<file path="src/rtl/femto_rst_pkg.sv">
// femto_rst_pkg: shared definitions for the FemtoRV reset sequencer.
//   state_t              - FSM state encoding (WAIT_LOCK, HOLD, PERIPH, RUN)
//   DEF_*                - default timing parameters of femto_rst_seq
//   max_u()              - elaboration-time helper for counter sizing
//   periph_on()/core_on() - output decode of a state
package femto_rst_pkg;

  // Plain vector encoding keeps the states easy to probe from legacy benches.
  typedef logic [1:0] state_t;

  localparam state_t WAIT_LOCK = 2'd0;
  localparam state_t HOLD      = 2'd1;
  localparam state_t PERIPH    = 2'd2;
  localparam state_t RUN       = 2'd3;

  localparam int unsigned DEF_HOLD_CYCLES     = 1024;
  localparam int unsigned DEF_CORE_DELAY      = 16;
  localparam int unsigned DEF_DEBOUNCE_CYCLES = 65536;

  function automatic int unsigned max_u(input int unsigned a, input int unsigned b);
    return (a > b) ? a : b;
  endfunction

  // Peripherals come out of reset one stage before the core.
  function automatic logic periph_on(input state_t st);
    return (st == PERIPH) || (st == RUN);
  endfunction

  function automatic logic core_on(input state_t st);
    return (st == RUN);
  endfunction

endpackage

</file>
<file path="src/rtl/femto_rst_seq_if.sv">
// femto_rst_seq_if: board-side signal bundle of the reset sequencer.
//   pll_locked     - PLL lock status, asynchronous to clk
//   btn_n          - external reset button, active-low, bouncing
//   periph_resetn  - active-low reset to peripherals
//   core_resetn    - active-low reset to the core
//   ready          - high once the sequence has completed
// Modports: master drives the inputs and observes the resets (board/bench),
//           slave is the sequencer itself.
interface femto_rst_seq_if;

  logic pll_locked;
  logic btn_n;
  logic periph_resetn;
  logic core_resetn;
  logic ready;

  modport master (
    output pll_locked,
    output btn_n,
    input  periph_resetn,
    input  core_resetn,
    input  ready
  );

  modport slave (
    input  pll_locked,
    input  btn_n,
    output periph_resetn,
    output core_resetn,
    output ready
  );

endinterface

</file>
<file path="src/rtl/femto_sync2.sv">
// femto_sync2: two-flop synchronizer with asynchronous reset.
//   clk   - destination clock
//   rst_n - asynchronous active-low reset, loads RESET_VAL into both flops
//   d     - asynchronous input
//   q     - synchronized output, two clk edges of latency
// Also used as a reset synchronizer by tying d high: assertion is immediate,
// release follows two edges later.
module femto_sync2 #(
  parameter logic RESET_VAL = 1'b0
) (
  input  logic clk,
  input  logic rst_n,
  input  logic d,
  output logic q
);

  logic meta_q;

  always_ff @(posedge clk or negedge rst_n) begin
    if (!rst_n) begin
      meta_q <= RESET_VAL;
      q      <= RESET_VAL;
    end else begin
      meta_q <= d;
      q      <= meta_q;
    end
  end

endmodule

</file>
<file path="src/rtl/femto_rst_seq.sv">
// femto_rst_seq: power-on / button reset sequencer for the FemtoRV SoC.
//   clk     - system clock (buffered PLL output)
//   resetn  - asynchronous active-low reset, released through a synchronizer
//   bus     - femto_rst_seq_if.slave:
//               pll_locked, btn_n in; periph_resetn, core_resetn, ready out
// Sequence: wait for a synchronized PLL lock with no held button, hold for
// HOLD_CYCLES, release peripherals, wait CORE_DELAY, release the core.
// Loss of lock or a debounced button press restarts from WAIT_LOCK.
module femto_rst_seq
  import femto_rst_pkg::*;
#(
  parameter int unsigned HOLD_CYCLES     = DEF_HOLD_CYCLES,
  parameter int unsigned CORE_DELAY      = DEF_CORE_DELAY,
  parameter int unsigned DEBOUNCE_CYCLES = DEF_DEBOUNCE_CYCLES
) (
  input logic            clk,
  input logic            resetn,
  femto_rst_seq_if.slave bus
);

  localparam int unsigned CNT_W = $clog2(max_u(HOLD_CYCLES, CORE_DELAY) + 1);
  localparam int unsigned BTN_W = $clog2(DEBOUNCE_CYCLES + 1);

  localparam logic [CNT_W-1:0] CNT_ONE   = CNT_W'(1);
  localparam logic [CNT_W-1:0] HOLD_LAST = CNT_W'(HOLD_CYCLES - 1);
  localparam logic [CNT_W-1:0] CORE_LAST = CNT_W'(CORE_DELAY - 1);
  localparam logic [BTN_W-1:0] BTN_ONE   = BTN_W'(1);
  localparam logic [BTN_W-1:0] BTN_MAX   = BTN_W'(DEBOUNCE_CYCLES);

  // ---------------------------------------------------------------------------
  // Synchronizers
  // ---------------------------------------------------------------------------
  logic rst_sync_n;
  logic locked_s;
  logic btn_s;

  // Async assert follows resetn at once; release is two edges later.
  femto_sync2 #(
    .RESET_VAL(1'b0)
  ) u_rst_sync (
    .clk  (clk),
    .rst_n(resetn),
    .d    (1'b1),
    .q    (rst_sync_n)
  );

  // Lock reads as lost while in reset.
  femto_sync2 #(
    .RESET_VAL(1'b0)
  ) u_lock_sync (
    .clk  (clk),
    .rst_n(rst_sync_n),
    .d    (bus.pll_locked),
    .q    (locked_s)
  );

  // Button reads as released while in reset.
  femto_sync2 #(
    .RESET_VAL(1'b1)
  ) u_btn_sync (
    .clk  (clk),
    .rst_n(rst_sync_n),
    .d    (bus.btn_n),
    .q    (btn_s)
  );

  // ---------------------------------------------------------------------------
  // Button debounce: a press counts only after DEBOUNCE_CYCLES consecutive
  // low samples; any high sample clears the run.
  // ---------------------------------------------------------------------------
  logic [BTN_W-1:0] btn_cnt_q, btn_cnt_d;
  logic             btn_held;

  assign btn_held = (btn_cnt_q == BTN_MAX);

  always_comb begin
    btn_cnt_d = btn_cnt_q;
    if (btn_s) begin
      btn_cnt_d = '0;
    end else if (!btn_held) begin
      btn_cnt_d = btn_cnt_q + BTN_ONE;
    end
  end

  // ---------------------------------------------------------------------------
  // Sequencing FSM
  // ---------------------------------------------------------------------------
  state_t           state_q, state_d;
  logic [CNT_W-1:0] cnt_q, cnt_d;
  logic             abort;
  logic             periph_q, core_q;

  assign abort = !locked_s || btn_held;

  always_comb begin
    state_d = state_q;
    cnt_d   = cnt_q;
    // Abort wins over any terminal count reached on the same edge.
    if (abort) begin
      state_d = WAIT_LOCK;
      cnt_d   = '0;
    end else begin
      case (state_q)
        WAIT_LOCK: begin
          state_d = HOLD;
          cnt_d   = '0;
        end
        HOLD: begin
          if (cnt_q == HOLD_LAST) begin
            state_d = PERIPH;
            cnt_d   = '0;
          end else begin
            cnt_d = cnt_q + CNT_ONE;
          end
        end
        PERIPH: begin
          if (cnt_q == CORE_LAST) begin
            state_d = RUN;
            cnt_d   = '0;
          end else begin
            cnt_d = cnt_q + CNT_ONE;
          end
        end
        RUN: begin
          state_d = RUN;
        end
        default: begin
          state_d = WAIT_LOCK;
          cnt_d   = '0;
        end
      endcase
    end
  end

  // Outputs decode the next state so they change on the same edge as state.
  always_ff @(posedge clk or negedge rst_sync_n) begin
    if (!rst_sync_n) begin
      state_q   <= WAIT_LOCK;
      cnt_q     <= '0;
      btn_cnt_q <= '0;
      periph_q  <= 1'b0;
      core_q    <= 1'b0;
    end else begin
      state_q   <= state_d;
      cnt_q     <= cnt_d;
      btn_cnt_q <= btn_cnt_d;
      periph_q  <= periph_on(state_d);
      core_q    <= core_on(state_d);
    end
  end

  assign bus.periph_resetn = periph_q;
  assign bus.core_resetn   = core_q;
  assign bus.ready         = core_q;

endmodule

</file>
<file path="src/flat_wrapper.sv">
// flat-port wrapper written by rule: the top's interface ports become plain ports
module femto_rst_seq_flat import femto_rst_pkg::*;
#(
  parameter int unsigned HOLD_CYCLES     = DEF_HOLD_CYCLES,
  parameter int unsigned CORE_DELAY      = DEF_CORE_DELAY,
  parameter int unsigned DEBOUNCE_CYCLES = DEF_DEBOUNCE_CYCLES
)
  (clk, resetn, bus_pll_locked, bus_btn_n, bus_periph_resetn, bus_core_resetn, bus_ready);
  femto_rst_seq_if bus_i ();
  input logic clk;
  input logic resetn;
  input wire logic [$bits(bus_i.pll_locked)-1:0] bus_pll_locked;
  input wire logic [$bits(bus_i.btn_n)-1:0] bus_btn_n;
  output wire logic [$bits(bus_i.periph_resetn)-1:0] bus_periph_resetn;
  output wire logic [$bits(bus_i.core_resetn)-1:0] bus_core_resetn;
  output wire logic [$bits(bus_i.ready)-1:0] bus_ready;
  assign bus_i.pll_locked = bus_pll_locked;
  assign bus_i.btn_n = bus_btn_n;
  assign bus_periph_resetn = bus_i.periph_resetn;
  assign bus_core_resetn = bus_i.core_resetn;
  assign bus_ready = bus_i.ready;
  femto_rst_seq #(.HOLD_CYCLES(HOLD_CYCLES), .CORE_DELAY(CORE_DELAY), .DEBOUNCE_CYCLES(DEBOUNCE_CYCLES)) u_core (.clk(clk), .resetn(resetn), .bus(bus_i));
endmodule
</file>
<file path="config.mk">
export PLATFORM = sky130hd
export DESIGN_NAME = femto_rst_seq_flat
export DESIGN_NICKNAME = d
export VERILOG_FILES = /design/src/rtl/femto_rst_pkg.sv /design/src/rtl/femto_rst_seq_if.sv /design/src/rtl/femto_sync2.sv /design/src/rtl/femto_rst_seq.sv /design/src/flat_wrapper.sv
export SDC_FILE = /design/constraint.sdc
export NUM_CORES = 1
export LEC_CHECK = 0
export ABC_AREA = 1
export ABC_CLOCK_PERIOD_IN_PS = 1100
export CORE_ASPECT_RATIO = 2
export CORE_MARGIN = 8
export CORE_UTILIZATION = 55
export DETAILED_ROUTE_END_ITERATION = 12
export GPL_ROUTABILITY_DRIVEN = 0
export PLACE_DENSITY = 0.81
export SLEW_MARGIN = 20
export SYNTH_ARGS = -nofsm -noshare
export SYNTH_HDL_FRONTEND = slang
export SYNTH_SLANG_ARGS = --single-unit
</file>
<file path="constraint.sdc">
create_clock -name clk -period 1.1 [get_ports clk]
set_input_delay 0.22 -clock clk [delete_from_list [all_inputs] [get_ports clk]]
set_output_delay 0.22 -clock clk [all_outputs]
set_load 0.05 [all_outputs]
</file>
==> flow_summary.json, run 1 <==
{
  "ys_warn_count": 0,
  "netSwitchingFraction": 0.273,
  "fin_crit_sh": 1.63,
  "viasPerCell": 6.03,
  "synth-edff-count": 0,
  "antenna_found_initial": 0,
  "yosysTopAreaCell": "dfrtp_1",
  "nNetsFinal": 387,
  "numCtsBuffers": 5,
  "worstPathMaxFanout": 4,
  "pwr-share-seq": 0.506,
  "tritoncts": "built",
  "synth_top_cell_area_share": 0.408,
  "drv_cap": 0,
  "critPathBufInv": 2,
  "async_flop_share": 1.00,
  "detailed_place_hpwl_um": 4670,
  "io_pins": 7,
  "syn_area_um2": 2210,
  "comb_power_share": 0.135,
  "crit_type": "flip-flop to flip-flop",
  "clkLatencyLatePin_ns": 0.30,
  "wl_per_cell_um": 21.0,
  "syn_area_per_cell_um2": 7.96,
  "max_stage_delay_ns": 0.45,
  "dieWidth_um": 60.8,
  "grt.met2_usage": 0.460,
  "grt_pass1_vias": 2647,
  "synth_area_leaders": "dfrtp_1 (41%), nand2_1 (9.2%), inv_1 (6.3%)",
  "synth_ff_type": "dfrtp_1",
  "min_period_ns": 1.80,
  "die_y_um": 106,
  "ant_nets": 0,
  "drive_gt1_frac": 0.455,
  "drt_iter0_drc": 327,
  "clkPwrFrac": 0.359,
  "rows": 32,
  "path_common_cell": "nand4_1",
  "numPortBuffers": 6,
  "syn-num-nets": 289,
  "grt_max_degree": 37,
  "utilization": 0.879,
  "status": "finished, violations left",
  "cp.arrival_ns": 1.97,
  "cts.sinks": 38,
  "area_growth_pct": 53.1,
  "synth_cell_type_count": 27,
  "switching_power_mw": 0.785,
  "drc": 0,
  "grt-ovfl-total": 0,
  "critPathSlowestCell": "dfrtp_1",
  "n_antenna_cell": 0,
  "busiest_layer": "met2",
  "setup_viol": 34,
  "critPathCaptureType": "flip-flop",
  "synthCells": 277,
  "drt_wl_total_um": 8980,
  "synth-seq-cells": 38,
  "hold_viol": 0,
  "yosysSeqAreaShare": 0.432,
  "root_buffer": "clkbuf_8",
  "ir_worst_vdd_v": 0.000971,
  "start_util": 0.574,
  "design_area_um2": 3380,
  "grt_pass1_wl_um": 12000,
  "clkSlewWorstSetupHoldPaths_ns": 0.08,
  "holdBufCountCts": 0,
  "gr-usage-met1": 0.209,
  "crit_chain": "inv_2 -> ha_4 -> nand4_1 -> nor2_1 -> nand3_2 -> buf_6 -> nand4_1 -> o21ai_1",
  "clk_path_buf_depth": 2,
  "core-area_um2": 3840,
  "yosys-top-cells-count": "nand2_1 (54), inv_1 (37), dfrtp_1 (36)",
  "crit_required_ns": 1.28,
  "cp_top_family": "simple AND/OR/NAND/NOR gates",
  "fillers": 193,
  "p_int_mw": 2.09,
  "p_leak_nw": 1.63,
  "start_kind": "flip-flop",
  "via_count": 2573,
  "ctsHtreeMaxLevel": 2,
  "power.density_nw_per_um2": 852,
  "hold_path_class": "primary input to asynchronous set/reset pin",
  "violations": "negative setup slack",
  "global_route.usage.met3": 0.0438,
  "fin_ws_ns": -0.697,
  "timing.fmax_mhz": 557,
  "yosysMostFrequentCell": "nand2_1",
  "skew_ns": 0.00258,
  "drv_slew": 0,
  "rsz0062_at_grt": "yes",
  "first_pass_iters": 5,
  "dieArea_um2": 6420,
  "grt_usage": 0.249,
  "placed_cell_area_um2": 2950
}
layer usage:
metal	vias up	share of wire
met1	1218	0.32
met4	0	0.091
met3	76	0.058
met2	181	0.54
met5	-	0
li1	1098	-
kinds of logic (layout without fill, tap and decap cells):
logic type,after synthesis,after routing,share of synthesized area
AO/OA/AOI/OAI,35,35,0.0822
XOR/XNOR,5,5,0.0199
adder cells (fa/ha/maj),8,8,0.0454
buffers and inverters,47,145,0.0822
flip-flops,38,38,0.432
other,1,1,0.00170
AND/OR/NAND/NOR,143,144,0.336
state kept, by name, summed over array words and instances, names as in the netlist:
register and count:
u_core.u_lock_sync.meta_q 1, u_core.bus.core_resetn 1, u_core.u_lock_sync.q 1, u_core.u_btn_sync.q 1
u_core.state_q 2, u_core.u_rst_sync.meta_q 1, u_core.bus.periph_resetn 1, u_core.u_rst_sync.q 1
u_core.cnt_q 11, u_core.u_btn_sync.meta_q 1, u_core.btn_cnt_q 17
worst paths after layout:
path | end | slack [ns] | cells past startpoint | from
worst max register to register | u_core.cnt_q[6] | -0.70 | 8 | u_core.btn_cnt_q[1]
min in group clk | u_core.u_btn_sync.meta_q | 0.32 | 1 | bus_btn_n
worst min-delay path | u_core.u_rst_sync.meta_q | 0.08 | 1 | resetn
worst min register to register | u_core.u_lock_sync.q | 0.24 | 1 | u_core.u_rst_sync.q
worst max-delay path | u_core.cnt_q[6] | -0.70 | 8 | u_core.btn_cnt_q[1]
max in group asynchronous | u_core.u_btn_sync.meta_q | 0.62 | 1 | u_core.u_rst_sync.q
through the flow:
stage | setup slack (ns) | power, mW | cells | TNS, ns | hold slack (ns)
2_1_floorplan | -0.240 | 1.61 | 277 | -4.30 | -0.0756
3_3_place_gp | -0.356 | 1.74 | 403 | -7.55 | 0.226
3_5_place_dp | -0.430 | 1.75 | 403 | -9.28 | 0.231
4_1_cts | -0.432 | 2.79 | 420 | -10.51 | 0.0744
5_1_grt | -0.765 | 2.96 | 427 | -18.09 | 0.0873
6_report | -0.697 | 2.88 | 427 | -16.29 | 0.0798
repair_timing:
item,in CTS,in global routing
gates cloned,0,1
pin swaps,15,25
gates resized for setup,40,24
buffers inserted,10,8
endpoints found under the setup margin,34,34
cells in the final DEF (no fill, tap or decap), types with 6 or more instances in the layout:
cell type,count
inv_2,10
buf_4,77
nor2_4,10
o21ai_1,9
nand3_4,6
nand3_2,6
dfrtp_1,33
nand2_1,46
inv_1,33
nand3_1,22
buf_6,9
nand2_2,9
nand4_1,13
nor2_1,19
a21oi_1,9
clkbuf_8,6
power by group through the flow:
stage / sequential (mW) / combinational [mW] / clock (mW)
2_1_floorplan: 1.49 / 0.124 / 0
3_3_place_gp: 1.47 / 0.267 / 0
3_5_place_dp: 1.47 / 0.279 / 0
4_1_cts: 1.45 / 0.311 / 1.03
5_1_grt: 1.45 / 0.420 / 1.08
6_report: 1.45 / 0.388 / 1.03
cell type report:
class                           count  area, um2  area share
Clock buffer                        6       82.6      0.0245
Tap cell                           51       63.8      0.0189
Clock inverter                      2       12.5     0.00371
Multi-Input combinational cell    193       1300       0.385
Sequential cell                    38        957       0.283
Inverter                           44        173      0.0511
Timing Repair Buffer               93        790       0.234
Power figures use the tool's default switching activity.
==> run 2: changes to the inputs <==
--- a/config.mk
+++ b/config.mk
@@ -8,7 +8,6 @@
 export ABC_AREA = 1
 export ABC_CLOCK_PERIOD_IN_PS = 1100
 export CORE_ASPECT_RATIO = 2
-export CORE_MARGIN = 8
 export CORE_UTILIZATION = 55
 export DETAILED_ROUTE_END_ITERATION = 12
 export GPL_ROUTABILITY_DRIVEN = 0
==> run 2 against run 1 <==
Non-clock buffer count decreased by 13; sequential share of layout area grew 1.1 points; register-to-register slack gained 0.13 ns; final cell count decreased by 3.0%; first-iteration DRC count down 54%; sequential cell count did not move; power is 1.5% lower; the run still ends with negative setup slack left; clock power is essentially flat.
==> flow_summary.json, run 2 (same netlist as run 1, synthesis figures left out) <==
{
  "ant_nets": 0,
  "grt_pass1_wl_um": 11000,
  "final_common_cell": "buf_4",
  "register_area_um2": 958,
  "min_period_ns": 1.67,
  "holdBufCountCts": 0,
  "critPathCaptureType": "flip-flop",
  "drt_iter0_drc": 149,
  "via_count": 2402,
  "fin_ws_ns": -0.568,
  "cp.arrival_ns": 1.92,
  "core-area_um2": 3840,
  "first_pass_iters": 8,
  "r2r-end": "u_core.cnt_q[10]",
  "drv_slew": 0,
  "design_area_um2": 3260,
  "rrSetupSlack_ns": -0.57,
  "antenna_found_initial": 0,
  "grt_usage": 0.369,
  "setup_tns_ns": -14.13,
  "die_y_um": 91.6,
  "clkLatencyLatePin_ns": 0.31,
  "placed_cells": 399,
  "detailed_place_hpwl_um": 4710,
  "cts.sinks": 38,
  "wl_per_cell_um": 19.0,
  "setup_viol": 34,
  "crit_type": "flip-flop to flip-flop",
  "r2r_cells": 9,
  "numCtsBuffers": 5,
  "dp_slack_ns": -0.459,
  "hold_viol": 0,
  "root_buffer": "clkbuf_8",
  "multi_input_area_um2": 1300,
  "grt_pass1_vias": 2495,
  "whs_ns": 0.0872,
  "area_growth_pct": 47.6,
  "reg.largest.list": "u_core.btn_cnt_q (17), u_core.cnt_q (11), u_core.state_q (2)",
  "power.density_nw_per_um2": 870,
  "fin_crit_sh": 1.52,
  "grt-ovfl-total": 0,
  "status": "finished, violations left",
  "crit_required_ns": 1.35,
  "start_kind": "flip-flop",
  "grt_max_degree": 37,
  "final_cell_mix": "buf_4 (69), nand2_1 (49), inv_1 (35)",
  "drc": 0,
  "placed_cell_area_um2": 2920,
  "start_util": 0.574,
  "hold_path_class": "primary input to asynchronous set/reset pin",
  "nNetsFinal": 374,
  "worstPathMaxFanout": 5,
  "numPortBuffers": 6,
  "tritoncts": "built",
  "largest_register": "u_core.btn_cnt_q",
  "rows": 32,
  "largest_reg_flops": 17,
  "clkSlewWorstSetupHoldPaths_ns": 0.08,
  "drv_cap": 0,
  "drt_wl_total_um": 7870,
  "p_leak_nw": 1.56,
  "final_cells": 414,
  "io_pins": 7,
  "rsz0062_at_grt": "yes",
  "n_antenna_cell": 0,
  "violations": "negative setup slack",
  "ctsHtreeMaxLevel": 2,
  "timing.rr.start": "u_core.btn_cnt_q[0]",
  "drive_gt1_frac": 0.421,
  "ir_worst_vdd_v": 0.00124,
  "dieWidth_um": 46.8,
  "viasPerCell": 5.80,
  "clk_path_buf_depth": 2,
  "dieArea_um2": 4280,
  "timing.fmax_mhz": 599,
  "skew_ns": 0.0148,
  "fillers": 222
}
## run 2: cell count changes in the layout (fill, tap and decap cells not counted), moves of 3 or more
cell,delta
buf_4,-8
nand3_1,-6
buf_6,-5
a21oi_1,+4
a21oi_2,-4
nand3_2,+4
nand2_1,+3
nand2_2,-3
## run 2: worst max-delay path: stages, from the launching register on
cell and delay [ns]:
dfrtp_1 0.45, inv_2 0.08, ha_4 0.16, nand4_1 0.11, nor2_1 0.07, nand3_2 0.15, nand3_4 0.13, nor2_4 0.25
nand2_1 0.12, nand2_1 0.09
## run 2: where the power goes
part | leakage (nW) | total, mW | switching, mW | internal [mW]
logic | 1.01 | 0.376 | 0.220 | 0.156
registers | 0.505 | 1.45 | 0.0284 | 1.42
clock network | 0.0455 | 1.00 | 0.493 | 0.511
## run 2: worst max-delay path by stage
stage | end | slack (ns) | cells after the start | startpoint
3_3_place_gp | u_core.cnt_q[8] | -0.35 | 9 | u_core.btn_cnt_q[1]
5_1_grt | u_core.cnt_q[0] | -0.61 | 9 | u_core.btn_cnt_q[0]
6_report | u_core.cnt_q[10] | -0.57 | 9 | u_core.btn_cnt_q[0]
2_1_floorplan | u_core.bus.core_resetn | -0.24 | 8 | u_core.cnt_q[0]
4_1_cts | u_core.cnt_q[6] | -0.42 | 9 | u_core.btn_cnt_q[0]
3_5_place_dp | u_core.cnt_q[6] | -0.46 | 9 | u_core.btn_cnt_q[1]
## run 2: stage by stage
step / util / total power [mW]
3_5_place_dp: 0.759 / 1.75
5_1_grt: 0.847 / 2.92
6_report: 0.847 / 2.83
4_1_cts: 0.801 / 2.76
3_3_place_gp: 0.759 / 1.74
2_1_floorplan: - / 1.61
## run 2: timing repair
item,CTS,global route
endpoints found under the hold margin,0,0
buffers inserted,4,3
cloned,0,1
resized for setup,21,33
endpoints found under the setup margin,34,34
pin swaps,13,17
## run 2: cell type report
class | instances | area share
clock buffer | 8 | 0.0277
sequential | 38 | 0.294
multi-input combinational | 193 | 0.400
inverter | 44 | 0.0522
tap | 51 | 0.0196
timing repair buffer | 80 | 0.207
## run 2: metal layers
layer / vias up / track usage / wire length [um]
li1: 1069 / - / -
met5: - / 0 / 0
met2: 117 / 0.622 / 4300
met1: 1143 / 0.297 / 2360
met3: 73 / 0.145 / 447
met4: 0 / 0.305 / 762
==> run 3: changes to the inputs <==
--- a/config.mk
+++ b/config.mk
@@ -8,11 +8,11 @@
 export ABC_AREA = 1
 export ABC_CLOCK_PERIOD_IN_PS = 1100
 export CORE_ASPECT_RATIO = 2
-export CORE_UTILIZATION = 55
+export CORE_UTILIZATION = 40
 export DETAILED_ROUTE_END_ITERATION = 12
 export GPL_ROUTABILITY_DRIVEN = 0
-export PLACE_DENSITY = 0.81
-export SLEW_MARGIN = 20
+export PLACE_DENSITY = 0.64
+export SLEW_MARGIN = 0
 export SYNTH_ARGS = -nofsm -noshare
 export SYNTH_HDL_FRONTEND = slang
 export SYNTH_SLANG_ARGS = --single-unit
==> run 3 against run 2 <==
The run still ends with negative setup slack left; first-iteration DRC count is 64% lower; die area is 36% higher; sequential cell count stayed put; via count is 9.5% lower; clock power hardly changed; critical path depth is 1 higher; combinational power is 18% lower; register-to-register slack better by 0.15 ns; routed wire length is 23% lower; final cell count is 3.4% higher; clock skew is 0.0017 ns lower; hold slack worse by 0.015 ns; highest routed layer unchanged.
==> flow_summary.json, run 3 (same netlist as run 1, synthesis figures left out) <==
{
  "crit_required_ns": 1.29,
  "ir_worst_vdd_v": 0.000899,
  "grt-ovfl-total": 0,
  "utilization": 0.624,
  "drv_slew": 0,
  "start_util": 0.422,
  "nNetsFinal": 381,
  "final_cells": 428,
  "power.density_nw_per_um2": 851,
  "start_kind": "flip-flop",
  "io_pins": 7,
  "ant_nets": 0,
  "ctsHtreeMaxLevel": 2,
  "final_cell_mix": "buf_4 (75), nand2_1 (49), inv_1 (35)",
  "crit_type": "flip-flop to flip-flop",
  "clkSlewWorstSetupHoldPaths_ns": 0.08,
  "tritoncts": "built",
  "setup_tns_ns": -9.34,
  "numCtsBuffers": 5,
  "drive_gt1_frac": 0.416,
  "cts.sinks": 38,
  "hold_path_class": "primary input to asynchronous set/reset pin",
  "r2r_cells": 10,
  "design_area_um2": 3260,
  "fin_crit_sh": 1.38,
  "rows": 37,
  "max_stage_delay_ns": 0.39,
  "dieWidth_um": 54.5,
  "timing.fmax_mhz": 658,
  "largest_register": "u_core.btn_cnt_q",
  "grt_max_degree": 16,
  "first_pass_iters": 4,
  "setup_viol": 34,
  "viasPerCell": 5.08,
  "violations": "negative setup slack",
  "n_antenna_cell": 0,
  "clkLatencyLatePin_ns": 0.30,
  "hold_viol": 0,
  "critPathCaptureType": "flip-flop",
  "r2r-end": "u_core.btn_cnt_q[16]",
  "root_buffer": "clkbuf_8",
  "critPathSlowestCell": "dfrtp_1",
  "timing.rr.start": "u_core.btn_cnt_q[0]",
  "drt_iter0_drc": 53,
  "grt_pass1_wl_um": 9430,
  "detailed_place_hpwl_um": 4490,
  "grt_pass1_vias": 2237,
  "antenna_found_initial": 0,
  "largest_reg_flops": 17,
  "power_mw": 2.78,
  "via_count": 2175,
  "holdBufCountCts": 0,
  "grt_usage": 0.228,
  "placed_cell_area_um2": 2930,
  "drt_wl_total_um": 6060,
  "p_leak_nw": 1.59,
  "critPathBufInv": 2,
  "status": "finished, violations left",
  "cp.arrival_ns": 1.71,
  "drv_cap": 0,
  "crit_chain": "ha_2 -> nand2_2 -> inv_2 -> nand4_4 -> nor2_4 -> inv_2 -> nor2_4 -> nand2_2 -> nor2_1 -> nor2_1",
  "clk_path_buf_depth": 2,
  "reg.largest.list": "u_core.btn_cnt_q (17), u_core.cnt_q (11), u_core.state_q (2)",
  "wl_per_cell_um": 14.1,
  "final_common_cell": "buf_4",
  "cp_top_family": "simple AND/OR/NAND/NOR gates",
  "min_period_ns": 1.52,
  "rsz0062_at_grt": "yes",
  "drc": 0,
  "skew_ns": 0.0131,
  "placed_cells": 406,
  "core-area_um2": 5230,
  "area_growth_pct": 47.9,
  "dieArea_um2": 5830,
  "rrSetupSlack_ns": -0.42,
  "fin_ws_ns": -0.419,
  "numPortBuffers": 6,
  "die_y_um": 107,
  "worstPathMaxFanout": 3
}
==> run 3: stage by stage <==
step                      hold slack [ns]  setup slack (ns)
final                              0.0720            -0.419
after floorplan                   -0.0756            -0.240
after global placement              0.159            -0.376
after global routing               0.0677            -0.544
after detailed placement            0.160            -0.369
after CTS                          0.0678            -0.361
==> run 3: report_power, final <==
part / switching (mW) / internal [mW]
Sequential: 0.0298 / 1.42
Combinational: 0.165 / 0.144
Clock: 0.508 / 0.504
Total: 0.703 / 2.07
==> run 3: worst max path at each step <==
stage / slack, ns / end / startpoint / cells past startpoint
finish: -0.42 / u_core.btn_cnt_q[16] / u_core.btn_cnt_q[0] / 10
global route: -0.54 / u_core.btn_cnt_q[16] / u_core.btn_cnt_q[1] / 10
CTS: -0.36 / u_core.btn_cnt_q[16] / u_core.btn_cnt_q[1] / 10
detailed placement: -0.37 / u_core.cnt_q[6] / u_core.btn_cnt_q[1] / 9
global placement: -0.38 / u_core.cnt_q[9] / u_core.btn_cnt_q[1] / 9
floorplan: -0.24 / u_core.bus.core_resetn / u_core.cnt_q[0] / 8
==> run 3: layer usage <==
metal	routed length [um]	part of all wire	track usage
met5	0	0	0
met4	271	0.045	0.117
met3	123	0.020	0.0284
met2	3620	0.60	0.463
met1	2040	0.34	0.185
==> run 3: final cells by class <==
cell class                 count  area [um2]
sequential                    38         957
multi-input combinational    193        1240
inverter                      44         168
tap                           58        72.6
timing repair buffer          87         729
clock buffer                   6        82.6
clock inverter                 2        12.5
fill                         455        1970
==> run 3: what timing repair did <==
action | in CTS | in global routing
gates resized for setup | 15 | 30
setup buffers | 8 | 11
endpoints found under the setup margin | 33 | 35
cloned | 1 | 0
pin swaps | 7 | 19
